===== src/rtl/hash_result_scanner_pkg.sv =====
// Shared definitions for the hash result scanner: scan FSM encoding,
// memory read latency, summary size and the running-result record.
package hash_result_scanner_pkg;

    localparam int MEM_RD_LAT         = 2;
    localparam int SUMMARY_WORDS      = 2;
    localparam int DEFAULT_NUM_NONCES = 16;

    typedef enum logic [2:0] {
        ST_IDLE  = 3'd0,
        ST_ISSUE = 3'd1,
        ST_DRAIN = 3'd2,
        ST_WR0   = 3'd3,
        ST_WR1   = 3'd4,
        ST_DONE  = 3'd5
    } scan_state_t;

    typedef struct packed {
        logic [31:0] min_hash;
        logic [15:0] min_nonce;
        logic        hit;
        logic [15:0] hit_nonce;
    } scan_result_t;

endpackage


===== src/rtl/hash_result_scanner.sv =====
// Scans NUM_NONCES H0 words from the shared memory, tracks the minimum hash
// and the first nonce under target, then writes a 2-word summary.
module hash_result_scanner
    import hash_result_scanner_pkg::*;
#(
    parameter int NUM_NONCES = DEFAULT_NUM_NONCES
) (
    input  logic        clk,
    input  logic        reset_n,
    input  logic        start,
    input  logic [15:0] result_addr,
    input  logic [15:0] summary_addr,
    input  logic [31:0] target,
    output logic        mem_clk,
    output logic        mem_we,
    output logic [15:0] mem_addr,
    output logic [31:0] mem_write_data,
    input  logic [31:0] mem_read_data,
    output logic        done,
    output logic [31:0] min_hash,
    output logic [15:0] min_nonce,
    output logic        hit,
    output logic [15:0] hit_nonce
);

    localparam logic [15:0] LAST_IDX = 16'(NUM_NONCES - 1);
    localparam logic [15:0] SUM_HI   = 16'(SUMMARY_WORDS - 1);
    localparam scan_result_t RES_INIT = '{min_hash: 32'hFFFF_FFFF, min_nonce: 16'd0,
                                          hit: 1'b0, hit_nonce: 16'd0};

    scan_state_t               r_state;
    scan_state_t               w_state_nxt;
    logic [15:0]               r_result_addr;
    logic [15:0]               r_summary_addr;
    logic [31:0]               r_target;
    logic [15:0]               r_issue_cnt;
    logic [15:0]               r_cap_cnt;
    logic [MEM_RD_LAT-1:0]     r_rd_vld;
    scan_result_t              r_res;
    logic                      r_mem_we;
    logic [15:0]               r_mem_addr;
    logic [31:0]               r_mem_wdata;
    logic                      r_done;

    logic                      w_accept;
    logic                      w_issue;
    logic                      w_capture;
    logic                      w_last_cap;
    logic                      w_wr0;
    logic                      w_wr1;
    logic                      w_fin;

    // Strict less-than keeps the lowest index on ties; only the first hit is recorded.
    function automatic scan_result_t f_scan_update(input scan_result_t cur,
                                                   input logic [31:0]  word,
                                                   input logic [31:0]  tgt,
                                                   input logic [15:0]  idx);
        scan_result_t nxt;
        nxt = cur;
        if (word < cur.min_hash) begin
            nxt.min_hash  = word;
            nxt.min_nonce = idx;
        end
        if (!cur.hit && (word < tgt)) begin
            nxt.hit       = 1'b1;
            nxt.hit_nonce = idx;
        end
        return nxt;
    endfunction

    assign mem_clk    = clk;
    assign w_last_cap = r_rd_vld[MEM_RD_LAT-1] && (r_cap_cnt == LAST_IDX);

    // State register
    always_ff @(posedge clk or negedge reset_n) begin
        if (!reset_n) r_state <= ST_IDLE;
        else          r_state <= w_state_nxt;
    end

    // Next-state logic; DRAIN leaves on the edge that captures the last word
    always_comb begin
        w_state_nxt = r_state;
        case (r_state)
            ST_IDLE:  if (start) w_state_nxt = ST_ISSUE;
            ST_ISSUE: if (r_issue_cnt == LAST_IDX) w_state_nxt = ST_DRAIN;
            ST_DRAIN: if (w_last_cap) w_state_nxt = ST_WR0;
            ST_WR0:   w_state_nxt = ST_WR1;
            ST_WR1:   w_state_nxt = ST_DONE;
            ST_DONE:  if (start) w_state_nxt = ST_ISSUE;
            default:  w_state_nxt = ST_IDLE;
        endcase
    end

    // Per-state action strobes for the datapath
    always_comb begin
        w_accept  = 1'b0;
        w_issue   = 1'b0;
        w_capture = 1'b0;
        w_wr0     = 1'b0;
        w_wr1     = 1'b0;
        w_fin     = 1'b0;
        case (r_state)
            ST_IDLE:  w_accept = start;
            ST_ISSUE: begin
                w_issue   = 1'b1;
                w_capture = r_rd_vld[MEM_RD_LAT-1];
            end
            ST_DRAIN: w_capture = r_rd_vld[MEM_RD_LAT-1];
            ST_WR0:   w_wr0 = 1'b1;
            ST_WR1:   w_wr1 = 1'b1;
            ST_DONE:  begin
                w_accept = start;
                w_fin    = !start;
            end
            default:  ;
        endcase
    end

    // Datapath: input latch, read issue, capture/compare and summary writes
    always_ff @(posedge clk or negedge reset_n) begin
        if (!reset_n) begin
            r_result_addr  <= 16'd0;
            r_summary_addr <= 16'd0;
            r_target       <= 32'd0;
            r_issue_cnt    <= 16'd0;
            r_cap_cnt      <= 16'd0;
            r_rd_vld       <= '0;
            r_res          <= RES_INIT;
            r_mem_we       <= 1'b0;
            r_mem_addr     <= 16'd0;
            r_mem_wdata    <= 32'd0;
            r_done         <= 1'b0;
        end else if (w_accept) begin
            r_result_addr  <= result_addr;
            r_summary_addr <= summary_addr;
            r_target       <= target;
            r_issue_cnt    <= 16'd0;
            r_cap_cnt      <= 16'd0;
            r_rd_vld       <= '0;
            r_res          <= RES_INIT;
            r_mem_we       <= 1'b0;
            r_done         <= 1'b0;
        end else begin
            r_rd_vld <= {r_rd_vld[MEM_RD_LAT-2:0], w_issue};
            if (w_issue) begin
                r_mem_addr  <= r_result_addr + r_issue_cnt;
                r_issue_cnt <= r_issue_cnt + 16'd1;
            end
            if (w_capture) begin
                r_res     <= f_scan_update(r_res, mem_read_data, r_target, r_cap_cnt);
                r_cap_cnt <= r_cap_cnt + 16'd1;
            end
            if (w_wr0) begin
                r_mem_we    <= 1'b1;
                r_mem_addr  <= r_summary_addr;
                r_mem_wdata <= r_res.min_hash;
            end
            if (w_wr1) begin
                r_mem_we    <= 1'b1;
                r_mem_addr  <= r_summary_addr + SUM_HI;
                r_mem_wdata <= {r_res.hit, 15'b0, r_res.hit ? r_res.hit_nonce : r_res.min_nonce};
            end
            if (w_fin) begin
                r_mem_we <= 1'b0;
                r_done   <= 1'b1;
            end
        end
    end

    assign mem_we         = r_mem_we;
    assign mem_addr       = r_mem_addr;
    assign mem_write_data = r_mem_wdata;
    assign done           = r_done;
    assign min_hash       = r_res.min_hash;
    assign min_nonce      = r_res.min_nonce;
    assign hit            = r_res.hit;
    assign hit_nonce      = r_res.hit_nonce;

endmodule


===== config.mk =====
export PLATFORM = sky130hd
export DESIGN_NAME = hash_result_scanner
export DESIGN_NICKNAME = d
export VERILOG_FILES = /design/src/rtl/hash_result_scanner_pkg.sv /design/src/rtl/hash_result_scanner.sv
export SDC_FILE = /design/constraint.sdc
export NUM_CORES = 1
export LEC_CHECK = 0
export ABC_CLOCK_PERIOD_IN_PS = 3590
export CAP_MARGIN = 20
export CELL_PAD_IN_SITES_DETAIL_PLACEMENT = 0
export CELL_PAD_IN_SITES_GLOBAL_PLACEMENT = 1
export CORE_UTILIZATION = 40
export CTS_CLUSTER_DIAMETER = 80
export DETAILED_ROUTE_END_ITERATION = 7
export PLACE_DENSITY = 0.87
export SLEW_MARGIN = 10
export SYNTH_ARGS = -nofsm -noshare
export SYNTH_HDL_FRONTEND = slang
export SYNTH_SLANG_ARGS = --single-unit
export TNS_END_PERCENT = 100

===== constraint.sdc =====
create_clock -name clk -period 3.59 [get_ports clk]
set_clock_uncertainty 0.1 [all_clocks]
set_input_delay 0.359 -clock clk [delete_from_list [all_inputs] [get_ports clk]]
set_output_delay 0.359 -clock clk [all_outputs]
set_load 0.02 [all_outputs]

==> summary.md, run 1 <==
The flow ran to the end, and the final reports show no timing, DRC or antenna violations. The final net count is 1722. The netlist uses 63 different library cells.

STA classifies the critical path startpoint as a flip-flop. The share of flip-flops with an asynchronous set or reset is 1.00, and the routed via count divided by cell count is 5.51. For this run, design rule violations remaining after detail routing come to 0.

Setup violations remaining at the end of the flow were counted as 0. For the count of synthesis-stage warnings from yosys, the log shows 0. In this run the register-to-register setup slack is 0.51 ns. At the end of routability-driven placement, the weighted congestion stood at 0.881. The final worst-path cycle share came out at 0.858.

In this design, the largest share of critical-path delay is due to compound AO/OA/AOI/OAI gates. The post-CTS setup buffer count was 0; the setup slack after placement was 0.462 ns. Data arrives at the worst endpoint at 3.52 ns. The post-route standard cell area excluding fillers came out at 15800 um^2. The time the worst path needs with I/O delays and setup came out at 3.08 ns. The global routing usage summed across all routing layers is 0.249. The tools report the cell area after synthesis as 12000 um^2. Counting instances, the worst hold path has a depth of 3. The maximum number of pins on one net before global-route repair was 98. TritonCTS built the clock tree. The worst setup path is of the flip-flop to flip-flop kind.

The run gives 63 as the total number of placement rows. The first-pass GRT wire length was 60200 um; the power per cell area was 956 nW/um^2. The tools report the endpoint of the worst hold path as r_summary_addr[14]. Accumulated negative setup slack: 0 ns. The area added between synthesis and finish is 30.9%, and the final global-route overflow total is 0. The critical path's largest stage delay was 0.50 ns.

Critical path's slowest cell: sky130_fd_sc_hd__or4_1. STA puts the critical path data required time at 4.03 ns. Among all flip-flop cells after synthesis, the most frequent one is sky130_fd_sc_hd__dfrtp_1. The number of antenna violations at the first check in global routing was 0. The count of fill cells added during filler insertion was 2727; the slew at the pin closest to its max-slew limit was 0.837 ns. In this run, synthesis produced a sequential element count of 216. Setup repair after global routing left no endpoint under its margin.

The sequential fraction of the synthesis area is 0.452. The power consumption is 15.1 mW. Of all nets on the critical path, the largest fanout is 5. The number of synthesized flops with an enable pin was 0; the count of inserted antenna diode cells was 0. The critical path goes through ha_1 > a2111oi_0 > o21ai_0 > a32oi_1 > nor3_1 > or4_1 > a31o_2. The leakage power of the design came out at 7.00 nW. The tools report the max capacitance violation total as 0. The proportion of layout cells with a drive suffix above 1 is 0.0865, and the number of global-route vias before repair is 10700. The tools report the start point of the worst hold path as summary_addr[14]. The tools report the number of top-level pins as 215. The startpoint identified for the worst register-to-register timing path is r_issue_cnt[6]. The starting density of the core was 0.407; the clock edge transition at the registers on the reported setup and hold paths was 0.06 ns. The cell count after synthesis was 1331; the cell count of the worst reg-to-reg path was 7. Summing all multi-input logic gate instances after layout gives 5970 um^2. The critical path buffer and inverter count came out at 0. Die boundary width: 176 um. The count of TritonRoute iterations in the first routing pass was 5.

The tools report the worst relative slew slack as 0.434. The worst-case vdd ir drop is 0.449 mV. The utilization after layout came out at 0.532.

Endpoint of the worst register-to-register path: mem_addr[15]. The floorplan die height is 176 um, and the remaining antenna violation count is 0. The endpoint type of the worst setup path was a flip-flop.

The die covers 30800 um^2. For the post-CTS resize count, the log shows 0. After detailed routing, the average wire length per cell comes to 19.4 um. The logs give 325 MHz for the maximum clock frequency and 0 for the final max-slew violation count. Type of the tightest min-delay check: input port to flip-flop.

The HPWL after detailed placement is 27300 um. For this block, the routed nets add up to 37900 um of wire. The post-synth net total was 1511; the mean instance size in the synthesized netlist was 9.05 um^2. The number of violations reported at the end of detailed-routing iteration 0 is 899.

The region available for standard cell placement spans 29600 um^2. Worst-case setup margin in the final layout: 0.511 ns. The post-placement cell area was 14700 um^2.

The routed layout has 10800 vias. The tools report the number of hold violations in the final report as 0. The tools report the worst-skew pair later-pin latency as 0.66 ns.

Input and output buffers added on the ports amount to 214. Summing all flip-flop and latch instances after layout gives 5450 um^2.
## kinds of logic (layout without fill, tap and decap cells)
logic type,Yosys count,in the layout,synth area share
compound gates,320,320,0.177
xor+xnor,42,42,0.0305
fa+ha+maj,81,81,0.0847
buf+inv,171,401,0.0549
flops,216,216,0.452
mux,34,34,0.0283
simple gates,467,467,0.172
## worst min-delay path: stages
cell and delay [ns]:
sky130_fd_sc_hd__clkdlybuf4s50_1 0.39, sky130_fd_sc_hd__nand2_1 0.05, sky130_fd_sc_hd__nand2_1 0.04
## where the power goes
group          internal (mW)  switching (mW)
registers               3.72            1.01
clock network           1.96            1.11
logic                   3.08            4.19
total                   8.76            6.32
## worst max-delay path by stage
stage	start	to	slack (ns)	depth (start not counted)
floorplan	min_hash[5]	min_nonce[10]	0.92	9
global placement	mem_read_data[2]	min_nonce[12]	0.50	10
detailed placement	mem_read_data[5]	min_nonce[10]	0.46	10
CTS	clk	mem_clk	0.56	3
global route	r_issue_cnt[6]	mem_addr[15]	0.42	7
finish	r_issue_cnt[6]	mem_addr[15]	0.51	7
## final cells by class
| class | instances | area share |
|---|---|---|
| Timing Repair Buffer | 255 | 0.157 |
| Multi-Input combinational cell | 944 | 0.379 |
| Inverter | 95 | 0.0226 |
| Sequential cell | 216 | 0.345 |
| Clock buffer | 40 | 0.0548 |
| Clock inverter | 11 | 0.0104 |
| Tap cell | 390 | 0.0309 |
## flip-flops by register name, summed over array words and instances, names as in the netlist, 2 cells and up
register        flops
r_issue_cnt        16
r_cap_cnt          16
r_result_addr      16
min_hash           32
mem_addr           16
r_summary_addr     16
r_rd_vld            2
hit_nonce          16
r_state             3
r_target           32
mem_write_data     32
min_nonce          16
## timing repair
item,4_1_cts,5_1_grt
endpoints found under the setup margin,0,0
hold buffers,1,0
endpoints found under the hold margin,87,0
## per-layer routing
layer,track usage,wire length (um)
met1,0.366,17600
met2,0.367,16400
met3,0.0429,2640
met4,0.0819,1240
met5,0,0
## cell usage in the layout (no fill, tap or decap), types with 9 or more instances in the layout
| cell | netlist | layout |
|---|---|---|
| sky130_fd_sc_hd__a211oi_1 | 24 | 24 |
| sky130_fd_sc_hd__a21o_1 | 14 | 14 |
| sky130_fd_sc_hd__a21oi_1 | 61 | 61 |
| sky130_fd_sc_hd__a31oi_1 | 22 | 22 |
| sky130_fd_sc_hd__and3_1 | 11 | 11 |
| sky130_fd_sc_hd__buf_4 | 4 | 39 |
| sky130_fd_sc_hd__clkbuf_16 | 0 | 30 |
| sky130_fd_sc_hd__clkdlybuf4s50_1 | 0 | 213 |
| sky130_fd_sc_hd__dfrtp_1 | 184 | 184 |
| sky130_fd_sc_hd__dfstp_2 | 32 | 32 |
| sky130_fd_sc_hd__ha_1 | 80 | 80 |
| sky130_fd_sc_hd__inv_1 | 94 | 94 |
| sky130_fd_sc_hd__mux2i_1 | 33 | 33 |
| sky130_fd_sc_hd__nand2_1 | 271 | 270 |
| sky130_fd_sc_hd__nand2b_1 | 9 | 9 |
| sky130_fd_sc_hd__nand3_1 | 21 | 21 |
| sky130_fd_sc_hd__nand4_1 | 20 | 20 |
| sky130_fd_sc_hd__nor2_1 | 65 | 65 |
| sky130_fd_sc_hd__nor2b_1 | 22 | 22 |
| sky130_fd_sc_hd__nor3_1 | 15 | 15 |
| sky130_fd_sc_hd__o2111ai_1 | 35 | 35 |
| sky130_fd_sc_hd__o211ai_1 | 34 | 34 |
| sky130_fd_sc_hd__o21ai_0 | 82 | 82 |
| sky130_fd_sc_hd__xnor2_1 | 28 | 28 |
| sky130_fd_sc_hd__xor2_1 | 14 | 14 |
## synth_stat cells, drive strengths merged, types with 14 or more instances
cell	number	area, um^2
nand2	271	1020
dfrtp	184	4600
inv	95	357
o21ai	84	420
ha	80	1000
nor2	66	250
clkbuf	63	236
a21oi	61	305
o2111ai	35	307
o211ai	35	277
mux2i	33	330
dfstp	32	841
xnor2	28	245
a211oi	25	200
a31oi	22	138
nor2b	22	138
nand3	21	105
nand4	20	125
nor3	15	75.1
a21o	14	105
xor2	14	123
## through the flow
step / hold WS (ns) / cells
6_report: 0.128 / 1951
5_1_grt: 0.142 / 1951
4_1_cts: 0.125 / 1951
3_5_place_dp: 0.354 / 1900
3_3_place_gp: 0.346 / 1900
2_1_floorplan: -0.0366 / 1331
Note: power is estimated with default switching activity, not from simulation.
==> inputs of run 2 (changes only) <==
Settings changed: CAP_MARGIN 20 to 15, CTS_BUF_LIST set to sky130_fd_sc_hd__clkbuf_8 sky130_fd_sc_hd__clkbuf_16.
==> summary.md, run 2 (same netlist as run 1, synthesis figures left out) <==
The tools report the final setup violation count as 0 (unchanged). The post-CTS resize count was 0 (unchanged); the worst-skew pair later-pin latency was 0.65 ns (was 0.66 ns). The leakage power of the design came out at 7.01 nW (was 7.00 nW).

The largest fanout on the critical path was 5 (unchanged). CP cell instances: ha_1 > a2111oi_0 > o21ai_0 > a32oi_1 > nor3_1 > or4_1 > a31o_2 (unchanged). The setup slack after placement came out at 0.462 ns (unchanged). The most common cell after layout, fill and taps aside is sky130_fd_sc_hd__nand2_1 (unchanged). Endpoint type of the worst setup path: a flip-flop (unchanged). The logs give 0 (unchanged) for the count of unresolved DRC violations after routing and 4.03 ns (about the same) for the required time reported for the critical path endpoint.

Clock edge transition at the registers on the reported setup and hold paths: 0.06 ns (about the same). The count of TritonRoute iterations in the first routing pass was 5 (unchanged); the post-CTS setup buffer count was 0 (unchanged). For the sequential power share, the log shows 0.314 (about the same).

The critical path class is flip-flop to flip-flop (unchanged). For the starting density of the core, the log shows 0.407 (unchanged). The endpoint of the worst register-to-register path was mem_addr[15] (unchanged). The number of antenna violations at the first check in global routing is 0 (unchanged), and the critical path's largest stage delay is 0.50 ns (about the same). Accumulated negative setup slack: 0 ns (unchanged). The switching share of power was 0.419 (about the same).

The cell count of the worst reg-to-reg path was 7 (unchanged); the setup slack of the most critical reg-to-reg path was 0.51 ns (about the same). The run gives 30800 um^2 (unchanged) as the floorplan die area. The final max-slew violation count is 0 (unchanged). The logs give 0.511 ns (unchanged) for the worst-case setup margin in the final layout and 1722 (unchanged) for the final net count.

The post-route standard cell area excluding fillers is 15800 um^2 (unchanged), and the half-perimeter wire length of the detailed placement result is 27300 um (unchanged). The count of inserted antenna diode cells was 0 (unchanged); the maximum clock frequency was 325 MHz (unchanged). The critical path's slowest cell is sky130_fd_sc_hd__or4_1 (unchanged). The reg-to-reg critical path startpoint was r_issue_cnt[6] (unchanged). The die boundary width came out at 176 um (unchanged). The type of the tightest min-delay check is input port to flip-flop (unchanged). The area added between synthesis and finish was 30.9% (unchanged). The endpoint of the worst hold path is r_summary_addr[14] (unchanged). The critical path buffer and inverter count came out at 0 (unchanged). The tools report the start point of the worst hold path as summary_addr[14] (unchanged). TritonCTS built the clock tree. The cell depth of the worst hold path was 3 (unchanged); the remaining antenna violation count was 0 (unchanged). The weighted congestion reported at the end of routability-driven placement was 0.881 (unchanged).

The internal cell power is 8.76 mW (about the same). The tools report the final wirelength as 37900 um (about the same). For the global routing usage summed across all routing layers, the log shows 0.249 (unchanged). For the post-route worst hold slack, the log shows 0.128 ns (about the same). Commonest non-fill, non-tap cells in the layout: sky130_fd_sc_hd__nand2_1 (270), sky130_fd_sc_hd__clkdlybuf4s50_1 (213), sky130_fd_sc_hd__dfrtp_1 (184) (unchanged). The run finished with clean final reports. The number of hold violations in the final report is 0 (unchanged), and the final global-route overflow total is 0 (unchanged). Routed wirelength normalized by instance count: 19.4 um (about the same).

The kind of cell adding the most delay to the critical path is compound AO/OA/AOI/OAI gates (unchanged). The tools report the count of fill cells added during filler insertion as 2727 (unchanged). The slew at the pin closest to its max-slew limit came out at 0.837 ns (unchanged).

Routed via count divided by cell count: 5.52 (was 5.51). The power per cell area is 956 nW/um^2 (about the same), and the maximum number of pins on one net before global-route repair is 98 (unchanged). The final worst-path cycle share was 0.858 (unchanged). The number of global-route vias before repair came out at 10700 (unchanged).

The relative contribution of combinational cells to total power was 0.483 (about the same); the overall via count from detail_route was 10800 (about the same). The proportion of power drawn by the clock network was 0.203 (was 0.204). Setup repair after global routing left no endpoint under its margin. Floorplan die height: 176 um (unchanged). The run gives 0.449 mV (unchanged) as the worst-case vdd ir drop. The nature of the critical path startpoint is a flip-flop (unchanged). The first-pass GRT wire length is 60200 um (unchanged), and the worst relative slew slack is 0.434 (unchanged).

The total number of placement rows was 63 (unchanged). The time the worst path needs with I/O delays and setup was 3.08 ns (unchanged). The utilization after layout came out at 0.532 (unchanged). Placeable core region: 29600 um^2 (unchanged). The count of input and output buffers came out at 214 (unchanged). Max capacitance violation total: 0 (unchanged). The switching power was 6.32 mW (about the same).

The post-placement cell area was 14700 um^2 (unchanged). The proportion of layout cells with a drive suffix above 1 is 0.0865 (unchanged), and the arrival time of the worst setup path is 3.52 ns (about the same). The number of hold buffers added after CTS is 1 (unchanged), and the number of top-level pins is 215 (unchanged).

The run gives 904 (was 899) as the number of violations reported at the end of detailed-routing iteration 0.
-- run 2: tightest hold or removal path, delay by kind of cell --
family,cells,cell delay [ns]
buf+inv,1,0.39
simple gates,2,0.09
-- run 2: layout make-up --
cell class | count | area [um^2] | share of cell area
multi-input cells | 944 | 5970 | 0.379
flip-flops and latches | 216 | 5450 | 0.345
repair buffers | 255 | 2480 | 0.157
clock buffers | 38 | 857 | 0.0544
well taps | 390 | 488 | 0.0309
inverters | 95 | 357 | 0.0226
clock inverters | 13 | 171 | 0.0109
-- run 2: power by group through the flow --
stage	registers, mW	logic [mW]	clock network, mW
floorplan	5.08	3.99	0.0325
global placement	4.73	6.98	0.0374
detailed placement	4.75	7.20	0.0374
CTS	4.72	7.26	3.11
global route	4.88	8.00	3.22
finish	4.73	7.28	3.07
-- run 2: layer usage --
layer / up-vias / global-route usage / wire length (um)
li1: 5088 / - / -
met5: - / 0 / 0
met4: 0 / 0.0819 / 1230
met2: 377 / 0.367 / 16400
met1: 5227 / 0.366 / 17700
met3: 68 / 0.0429 / 2590
-- run 2: worst max path at each step --
stage                           startpoint  slack [ns]  depth (start not counted)             to
after global placement    mem_read_data[2]        0.50                         10  min_nonce[12]
after global routing        r_issue_cnt[6]        0.42                          7   mem_addr[15]
final                       r_issue_cnt[6]        0.51                          7   mem_addr[15]
after CTS                              clk        0.56                          3        mem_clk
after floorplan                min_hash[5]        0.92                          9  min_nonce[10]
after detailed placement  mem_read_data[5]        0.46                         10  min_nonce[10]
-- run 2: metrics by stage --
step	total power, mW	instances
after floorplan	9.10	1331
after global placement	11.8	1900
after detailed placement	12.0	1900
after CTS	15.1	1951
after global routing	16.1	1951
final	15.1	1951
==> inputs of run 3 (changes only) <==
Settings changed: GPL_TIMING_DRIVEN set to 0.
==> summary.md, run 3 (same netlist as run 1, synthesis figures left out) <==
The routed via count divided by cell count works out to 5.53 (was 5.52). Critical path class: flip-flop to flip-flop (unchanged). The clock edge transition at the registers on the reported setup and hold paths is 0.06 ns (about the same). The arrival time of the worst setup path is 3.63 ns (was 3.52 ns). The first-pass GRT wire length is 61100 um (was 60200 um), and the area added between synthesis and finish is 30.3% (was 30.9%).

TritonCTS built the clock tree. The final global-route overflow total is 0 (unchanged). Count of fill cells added during filler insertion: 2764 (was 2727). The leakage power of the design is 6.89 nW (was 7.01 nW). The count of inserted antenna diode cells is 0 (unchanged).

The floorplan die height is 176 um (unchanged), and the global routing usage summed across all routing layers is 0.255 (was 0.249). The endpoint type of the worst setup path was a flip-flop (unchanged). The run gives 0.407 (unchanged) as the starting density of the core.

The run finished with clean final reports. The number of violations reported at the end of detailed-routing iteration 0 was 968 (was 904); the accumulated negative setup slack was 0 ns (unchanged). Time the worst path needs with I/O delays and setup: 3.16 ns (was 3.08 ns).

For the number of top-level pins, the log shows 215 (unchanged). The logs give 0 (unchanged) for the post-CTS resize count and 0 (unchanged) for the remaining antenna violation count. For the floorplan die area, the log shows 30800 um^2 (unchanged). The run gives 29600 um^2 (unchanged) as the placeable core region.

CP cell instances: inv_1 > ha_1 > and4_1 > nor4b_2 > nand2_1 > o211ai_4 > buf_4 > mux2i_1 (was ha_1 > a2111oi_0 > o21ai_0 > a32oi_1 > nor3_1 > or4_1 > a31o_2). The nature of the critical path startpoint was a flip-flop (unchanged). The final wirelength came out at 38700 um (was 37900 um).

The tools report the required time reported for the critical path endpoint as 4.06 ns (was 4.03 ns). The tools report the max capacitance violation total as 0 (unchanged). The critical path buffer and inverter count is 2 (was 0), and the number of antenna violations at the first check in global routing is 0 (unchanged). Critical path's slowest cell: sky130_fd_sc_hd__dfstp_2 (was sky130_fd_sc_hd__or4_1).

Commonest non-fill, non-tap cells in the layout: sky130_fd_sc_hd__nand2_1 (271), sky130_fd_sc_hd__clkdlybuf4s50_1 (213), sky130_fd_sc_hd__dfrtp_1 (184) (was sky130_fd_sc_hd__nand2_1 (270), sky130_fd_sc_hd__clkdlybuf4s50_1 (213), sky130_fd_sc_hd__dfrtp_1 (184)). The total number of placement rows came out at 63 (unchanged). The run gives 15700 um^2 (was 15800 um^2) as the post-route standard cell area excluding fillers.

Most common cell after layout, fill and taps aside: sky130_fd_sc_hd__nand2_1 (unchanged). Final worst-path cycle share: 0.880 (was 0.858). The critical path's largest stage delay came out at 0.55 ns (was 0.50 ns). The slew at the pin closest to its max-slew limit was 0.968 ns (was 0.837 ns). Setup repair after global routing left no endpoint under its margin. The tools report the final net count as 1758 (was 1722). Final setup violation count: 0 (unchanged).

The tools report the half-perimeter wire length of the detailed placement result as 29200 um (was 27300 um). The type of the tightest min-delay check was input port to flip-flop (unchanged). Number of global-route vias before repair: 10800 (was 10700). The count of input and output buffers was 214 (unchanged). The run gives 14700 um^2 (about the same) as the post-placement cell area.

The number of hold violations in the final report is 0 (unchanged). Worst relative slew slack: 0.354 (was 0.434). The final max-slew violation count came out at 0 (unchanged).

The worst-case vdd ir drop was 0.510 mV (was 0.449 mV). The proportion of layout cells with a drive suffix above 1 was 0.0614 (was 0.0865). The run gives 78 (was 98) as the maximum number of pins on one net before global-route repair.

The routed wirelength normalized by instance count is 19.5 um (was 19.4 um), and the count of TritonRoute iterations in the first routing pass is 5 (unchanged). The run gives 0 (unchanged) as the count of unresolved DRC violations after routing. The kind of cell adding the most delay to the critical path is simple AND/OR/NAND/NOR gates (was compound AO/OA/AOI/OAI gates).

The weighted congestion reported at the end of routability-driven placement came out at 0.901 (was 0.881). For the overall via count from detail_route, the log shows 11000 (was 10800). For the maximum clock frequency, the log shows 316 MHz (was 325 MHz).

The power per cell area is 953 nW/um^2 (was 956 nW/um^2). The die boundary width was 176 um (unchanged). Post-route worst hold slack: 0.139 ns (was 0.128 ns). The largest fanout on the critical path was 10 (was 5); the worst-skew pair later-pin latency was 0.65 ns (about the same).
## run 3: cell type report
type,instances,area [um^2],area share
multi-input cells,944,5940,0.378
flip-flops and latches,216,5450,0.347
repair buffers,216,2200,0.140
clock buffers,33,766,0.0488
well taps,390,488,0.0311
inverters,95,357,0.0227
plain buffers,76,305,0.0194
clock inverters,17,194,0.0124
## run 3: routing by layer
| layer | global-route usage | vias to the layer above | wire length (um) |
|---|---|---|---|
| met3 | 0.0394 | 62 | 2580 |
| met4 | 0.0801 | 0 | 1170 |
| met2 | 0.380 | 409 | 16600 |
| met1 | 0.378 | 5347 | 18400 |
| li1 | - | 5171 | - |
| met5 | 0 | - | 0 |
## run 3: path summary, 6_finish.rpt
check                               start                end  slack [ns]  cells after the start
setup / recovery             min_hash[27]      min_nonce[13]        0.43                      8
hold / removal             result_addr[9]   r_result_addr[9]        0.14                      3
setup reg to reg             min_hash[27]      min_nonce[13]        0.43                      8
min in group asynchronous         reset_n  r_result_addr[12]        0.19                      2
max in group asynchronous         reset_n       min_hash[23]        2.00                      4
hold reg to reg               r_rd_vld[0]        r_rd_vld[1]        0.35                      1
## run 3: timing repair
| action | CTS | global route |
|---|---|---|
| hold buffers | 1 | 0 |
| setup buffers | 0 | 0 |
| endpoints found under the hold margin | 71 | 0 |
## run 3: report_power, final
| part | switching (mW) | total, mW | internal (mW) |
|---|---|---|---|
| Combinational | 4.19 | 7.26 | 3.06 |
| Sequential | 1.06 | 4.78 | 3.72 |
| Clock | 1.10 | 2.92 | 1.82 |
## run 3: stage by stage
stage / worst slack, ns / power (mW) / std cells / utilization
after floorplan: 0.921 / 9.10 / 1331 / -
after global placement: -7.26 / 11.8 / 1935 / 0.495
after detailed placement: 0.206 / 12.0 / 1937 / 0.497
after CTS: 0.447 / 14.9 / 1987 / 0.530
after global routing: 0.268 / 16.0 / 1987 / 0.530
final: 0.430 / 15.0 / 1987 / 0.530
## run 3: tightest hold or removal path: stages
cell                              delay [ns]
sky130_fd_sc_hd__clkdlybuf4s50_1        0.40
sky130_fd_sc_hd__nand2_1                0.06
sky130_fd_sc_hd__nand2_1                0.04
